==> src/rtl/seq_core_regfile_fwd.sv <==
// Register file for the READ stage with EX/WB operand bypass and load-use scoreboard.
// Latency: operands and stall are combinational from current inputs and state; writes land at the rising edge.
// Backpressure: stall holds PC/IR/R1 upstream; a saturating counter tallies stall cycles.
module seq_core_regfile_fwd #(
    parameter int D_SIZE   = 32,
    parameter int R_COUNT  = 8,
    parameter int CNT_SIZE = 16,
    localparam int R_ADDR  = $clog2(R_COUNT)
) (
    input  logic                clk,
    input  logic                rst,
    input  logic [R_ADDR-1:0]   src1,
    input  logic [R_ADDR-1:0]   src2,
    input  logic                src1_used,
    input  logic                src2_used,
    output logic [D_SIZE-1:0]   operand_1,
    output logic [D_SIZE-1:0]   operand_2,
    input  logic                ex_write_en,
    input  logic                ex_is_load,
    input  logic [R_ADDR-1:0]   ex_dest,
    input  logic [D_SIZE-1:0]   ex_result,
    input  logic                ex_flush,
    input  logic                wb_write_en,
    input  logic                wb_is_load,
    input  logic [R_ADDR-1:0]   wb_dest,
    input  logic [D_SIZE-1:0]   wb_data,
    output logic                stall,
    output logic [CNT_SIZE-1:0] stall_count
);

    localparam logic [CNT_SIZE-1:0] CNT_MAX = {CNT_SIZE{1'b1}};
    localparam logic [CNT_SIZE-1:0] CNT_ONE = CNT_SIZE'(1);

    logic [D_SIZE-1:0]  regs [R_COUNT];
    logic [R_COUNT-1:0] pending;
    logic [R_COUNT-1:0] pending_nxt;
    logic [CNT_SIZE-1:0] cnt;

    // An EX load whose data is not known yet; an EX ALU result that can be bypassed;
    // a load returning through WB this cycle.
    logic ex_load_live;
    logic ex_alu_fwd;
    logic wb_load_ret;
    logic hazard_1;
    logic hazard_2;
    logic [D_SIZE-1:0] sel_1;
    logic [D_SIZE-1:0] sel_2;

    assign ex_load_live = ex_write_en &  ex_is_load & ~ex_flush;
    assign ex_alu_fwd   = ex_write_en & ~ex_is_load & ~ex_flush;
    assign wb_load_ret  = wb_write_en &  wb_is_load;

    // Operand 1 select: EX bypass, then WB bypass, then the array.
    always_comb begin
        sel_1 = regs[src1];
        if (ex_alu_fwd && ex_dest == src1) begin
            sel_1 = ex_result;
        end else if (wb_write_en && wb_dest == src1) begin
            sel_1 = wb_data;
        end
    end

    // Operand 2 select: same priority as operand 1.
    always_comb begin
        sel_2 = regs[src2];
        if (ex_alu_fwd && ex_dest == src2) begin
            sel_2 = ex_result;
        end else if (wb_write_en && wb_dest == src2) begin
            sel_2 = wb_data;
        end
    end

    // A used source waits for a load still in EX, or for an outstanding load not returning now.
    always_comb begin
        hazard_1 = src1_used &
                   ((ex_load_live & (ex_dest == src1)) |
                    (pending[src1] & ~(wb_load_ret & (wb_dest == src1))));
        hazard_2 = src2_used &
                   ((ex_load_live & (ex_dest == src2)) |
                    (pending[src2] & ~(wb_load_ret & (wb_dest == src2))));
    end

    // Outputs are forced quiet while reset is held.
    always_comb begin
        stall     = ~rst & (hazard_1 | hazard_2);
        operand_1 = rst ? '0 : sel_1;
        operand_2 = rst ? '0 : sel_2;
    end

    // Scoreboard next state: clear on load return first so a newer load to the same index wins.
    always_comb begin
        pending_nxt = pending;
        if (wb_load_ret) begin
            pending_nxt[wb_dest] = 1'b0;
        end
        if (ex_load_live && !stall) begin
            pending_nxt[ex_dest] = 1'b1;
        end
    end

    // Register array write from WB.
    always_ff @(posedge clk or posedge rst) begin
        if (rst) begin
            for (int i = 0; i < R_COUNT; i++) begin
                regs[i] <= '0;
            end
        end else if (wb_write_en) begin
            regs[wb_dest] <= wb_data;
        end
    end

    // Scoreboard register; reset forgets in-flight loads.
    always_ff @(posedge clk or posedge rst) begin
        if (rst) begin
            pending <= '0;
        end else begin
            pending <= pending_nxt;
        end
    end

    // Saturating stall-cycle counter.
    always_ff @(posedge clk or posedge rst) begin
        if (rst) begin
            cnt <= '0;
        end else if (stall && cnt != CNT_MAX) begin
            cnt <= cnt + CNT_ONE;
        end
    end

    assign stall_count = cnt;

endmodule

==> config.mk <==
export PLATFORM = sky130hd
export DESIGN_NAME = seq_core_regfile_fwd
export DESIGN_NICKNAME = d
export VERILOG_FILES = /design/src/rtl/seq_core_regfile_fwd.sv
export SDC_FILE = /design/constraint.sdc
export NUM_CORES = 1
export LEC_CHECK = 0
export ABC_AREA = 1
export BUFFER_PORTS_ARGS = -buffer_cell sky130_fd_sc_hd__buf_2
export CELL_PAD_IN_SITES_DETAIL_PLACEMENT = 1
export CELL_PAD_IN_SITES_GLOBAL_PLACEMENT = 1
export CORE_MARGIN = 10
export CORE_UTILIZATION = 45
export CTS_BUF_LIST = sky130_fd_sc_hd__clkbuf_8
export CTS_CLUSTER_DIAMETER = 50
export CTS_CLUSTER_SIZE = 12
export DETAILED_ROUTE_END_ITERATION = 8
export PLACE_DENSITY = 0.86
export SLEW_MARGIN = 10
export SYNTH_ARGS = -nofsm -noshare
export SYNTH_HDL_FRONTEND = slang
export SYNTH_SLANG_ARGS = --single-unit
==> constraint.sdc <==
create_clock -name clk -period 6.1 [get_ports clk]
set_input_delay 0.305 -clock clk [delete_from_list [all_inputs] [get_ports clk]]
set_output_delay 0.305 -clock clk [all_outputs]
set_load 0.1 [all_outputs]
==> flow_metrics.tcl <==
set metrics [dict create \
    cts_buffer_depth 3 \
    synthCells 2299 \
    grt_pass1_vias 17717 \
    clock-root-buffer "clkbuf_8" \
    tritoncts "built" \
    grt_use_total_pct 26.5 \
    tns_ns 0 \
    status "completed" \
    die_h_um 212 \
    fp-row-count 70 \
    portBuffers 165 \
    avgViaCountPerCell 6.09 \
    fin_ws_ns 1.96 \
    fin_skew_ns 0.0222 \
    grt_max_degree 123 \
    crit_required_ns 5.79 \
    areaGrowthSynthToFinish_pct 10.4 \
    antenna_found_initial 0 \
    io_pins 166 \
    post-route-drc-count 0 \
    fp.coreArea_sq_um 36600 \
    cts_sinks 280 \
    cp-start-kind "input port" \
    synth_fp_nets 2385 \
    ys_types 35 \
    fmax_ghz 0.241 \
    cap_viol_max_count 0 \
    ant_nets 0 \
    start_util_pct 45.5 \
    crit_path_end_kind "primary output" \
    grt_pass1_wl_mm 97.0 \
    cp.arrival_ns 3.84 \
    setup_viol_count_final 0 \
    routedWlPerCell_um 21.4 \
    rsz0062_at_grt "false" \
    switching_share_pct 40.0 \
    cts_buffers 38 \
    drive_gt1_share_pct 14.9 \
    cp_max_fo 33 \
    combPwrFrac_pct 28.8 \
    synth_seq_area_share_pct 42.0 \
    syn_area_sq_um 16700 \
    p_int_w 0.00346 \
    place_ws_ns 2.13 \
    slew_headroom_pct 30.8 \
    reg2reg_depth 9 \
    post_synth.cell_area_avg_sq_um 7.25 \
    fin_crit_sh_pct 67.9 \
    drv_slew 0 \
    worstSetupPathType "input port to primary output" \
    wl_mm 60.9 \
    clk_pin_slew_ns 0.08 \
    placedCellCount 2772 \
    holdCritPathClass "input port to register" \
    drtPass1Iterations 7 \
    ys_warn_count 0 \
    htreeDepth 2 \
    postCtsSetupBuffers 0 \
    min_path_cells 4 \
    p_leak_nw 8.42 \
    finalNonFillerCells 2840 \
    peakVddDrop_v 0.000131 \
    diodes 0 \
    dieArea_sq_um 45100 \
    vias 17304 \
    power_frac_seq_pct 43.1 \
    die_w_um 212 \
    switchingPower_w 0.00230 \
    period_needed_ns 4.14 \
    pwr-share-clk_pct 28.1 \
    worst_pin_slew_ns 1.04 \
    drtIter0Drc 1231 \
    hpwl_mm 36.4 \
    finalPower_w 0.00576 \
    ys_ff_latch 280 \
    hold_ws_ns 0.123 \
    hold_violations 0 \
    grt-ovfl-total 0 \
    pwr_density_cell_nw_per_um2 313 \
    clkLatencyLatePin_ns 0.57 \
    gp_congestion 0.827 \
    fin_nets 2431 \
]
## per-layer routing
| metal | GRT usage (%) | share of wire (%) | up-vias |
|---|---|---|---|
| met5 | 0 | 0 | - |
| met4 | 9.21 | 2.8 | 0 |
| met3 | 3.42 | 5.5 | 126 |
| met2 | 44.9 | 48 | 568 |
| met1 | 34.2 | 43 | 8666 |
| li1 | - | - | 7944 |
## cells in the final DEF (no fill, tap or decap), types with 6 or more instances in the layout
master and instances:
nand2_1 586, o21ai_0 509, dfrtp_1 280, buf_2 163, nor2_1 137, nand3_1 133
o211ai_1 122, inv_1 79, or2_2 67, clkbuf_8 42, a21oi_1 33, a31oi_1 33
o311ai_1 32, buf_4 29, nand4_1 17, nor3_1 15, or2_1 14, xor2_1 10
inv_2 8, nand3_2 8, xnor2_1 8, nand2_2 6, o21ai_1 6, clkinvlp_4 6
inv_6 6
## cell families after synthesis
group | synth area share [%]
compound gates | 24.9
xor+xnor | 0.946
fa+ha+maj | 0.0750
buf+inv | 6.65
flops | 42.0
simple gates | 25.4
## critical path, stage by stage
cell     delay [ns]
buf_2          0.53
inv_2          0.43
nand2_1        0.14
nand2_1        0.07
nor2_1         0.20
nand2_2        0.49
buf_4          0.48
o21ai_0        0.28
a31oi_1        0.08
nor2_1         0.29
buf_2          0.50
## sequential cells by signal (all words and copies together) (netlist names)
name	count
pending	8
regs	256
stall_count	16
## what timing repair did
item | in CTS | in global routing
endpoints found under the hold margin | 70 | 0
resized for setup | 0 | 0
hold buffers | 1 | 0
## final timing paths
kind                                            start                          to  slack, ns
max                                           src1[1]               operand_1[28]       1.96
min                                          ex_flush        pending[4]$_DFF_PP0_       0.12
max reg2reg                stall_count[0]$_DFFE_PP0P_  stall_count[4]$_DFFE_PP0P_       3.96
min reg2reg                     regs[176]$_DFFE_PP0P_       regs[176]$_DFFE_PP0P_       0.49
max in group asynchronous                         rst       regs[224]$_DFFE_PP0P_       4.18
min in group asynchronous                         rst       regs[174]$_DFFE_PP0P_       0.39
## synthesized netlist by cell type
| master | n | area (sq um) |
|---|---|---|
| inv_1 | 76 | 285 |
| nand3b_1 | 1 | 7.51 |
| clkbuf_1 | 129 | 484 |
| o311ai_0 | 1 | 8.76 |
| o211ai_1 | 122 | 916 |
| inv_2 | 9 | 33.8 |
| nand3_1 | 139 | 696 |
| clkbuf_2 | 2 | 10.0 |
| nand2_4 | 1 | 11.3 |
| buf_6 | 1 | 11.3 |
| or2_2 | 67 | 419 |
| o311ai_1 | 32 | 280 |
| o21ai_1 | 6 | 30.0 |
| nand4_4 | 1 | 21.3 |
| nand4_1 | 17 | 106 |
| buf_4 | 6 | 45.0 |
| nand2_1 | 590 | 2210 |
| nor3b_1 | 1 | 7.51 |
| buf_1 | 9 | 33.8 |
| buf_2 | 41 | 205 |
| nand3_4 | 1 | 17.5 |
| o21ai_0 | 509 | 2550 |
| xor2_1 | 10 | 87.6 |
| nor2_1 | 137 | 514 |
| nand3_2 | 2 | 20.0 |
| a31oi_1 | 33 | 206 |
| nor3_2 | 1 | 10.0 |
| ha_1 | 1 | 12.5 |
| dfrtp_1 | 280 | 7010 |
| a21oi_1 | 33 | 165 |
| or2_1 | 14 | 87.6 |
| nand2_2 | 2 | 12.5 |
| nor2_2 | 2 | 12.5 |
| xnor2_1 | 8 | 70.1 |
| nor3_1 | 15 | 75.1 |
## through the flow
stage	cell area [sq um]	utilization, %
3_5_place_dp	17600	48.0
3_3_place_gp	17600	48.0
4_1_cts	18400	50.3
2_1_floorplan	16700	-
6_report	18400	50.3
5_1_grt	18400	50.3
## power by group through the flow
stage,combinational (W),sequential [W],clock (W)
2_1_floorplan,0.00119,0.00252,0
3_5_place_dp,0.00165,0.00250,0
5_1_grt,0.00184,0.00252,0.00172
3_3_place_gp,0.00158,0.00247,0
6_report,0.00166,0.00248,0.00162
4_1_cts,0.00166,0.00247,0.00164
## final cells by class
| type | count | area [sq um] |
|---|---|---|
| fill | 4684 | 18200 |
| multi-input combinational | 1746 | 8600 |
| sequential | 280 | 7010 |
| timing repair buffer | 194 | 1060 |
| tap | 468 | 586 |
| clock buffer | 42 | 578 |
| inverter | 85 | 329 |
| clock inverter | 25 | 249 |
(Power assumes the default switching activity.)
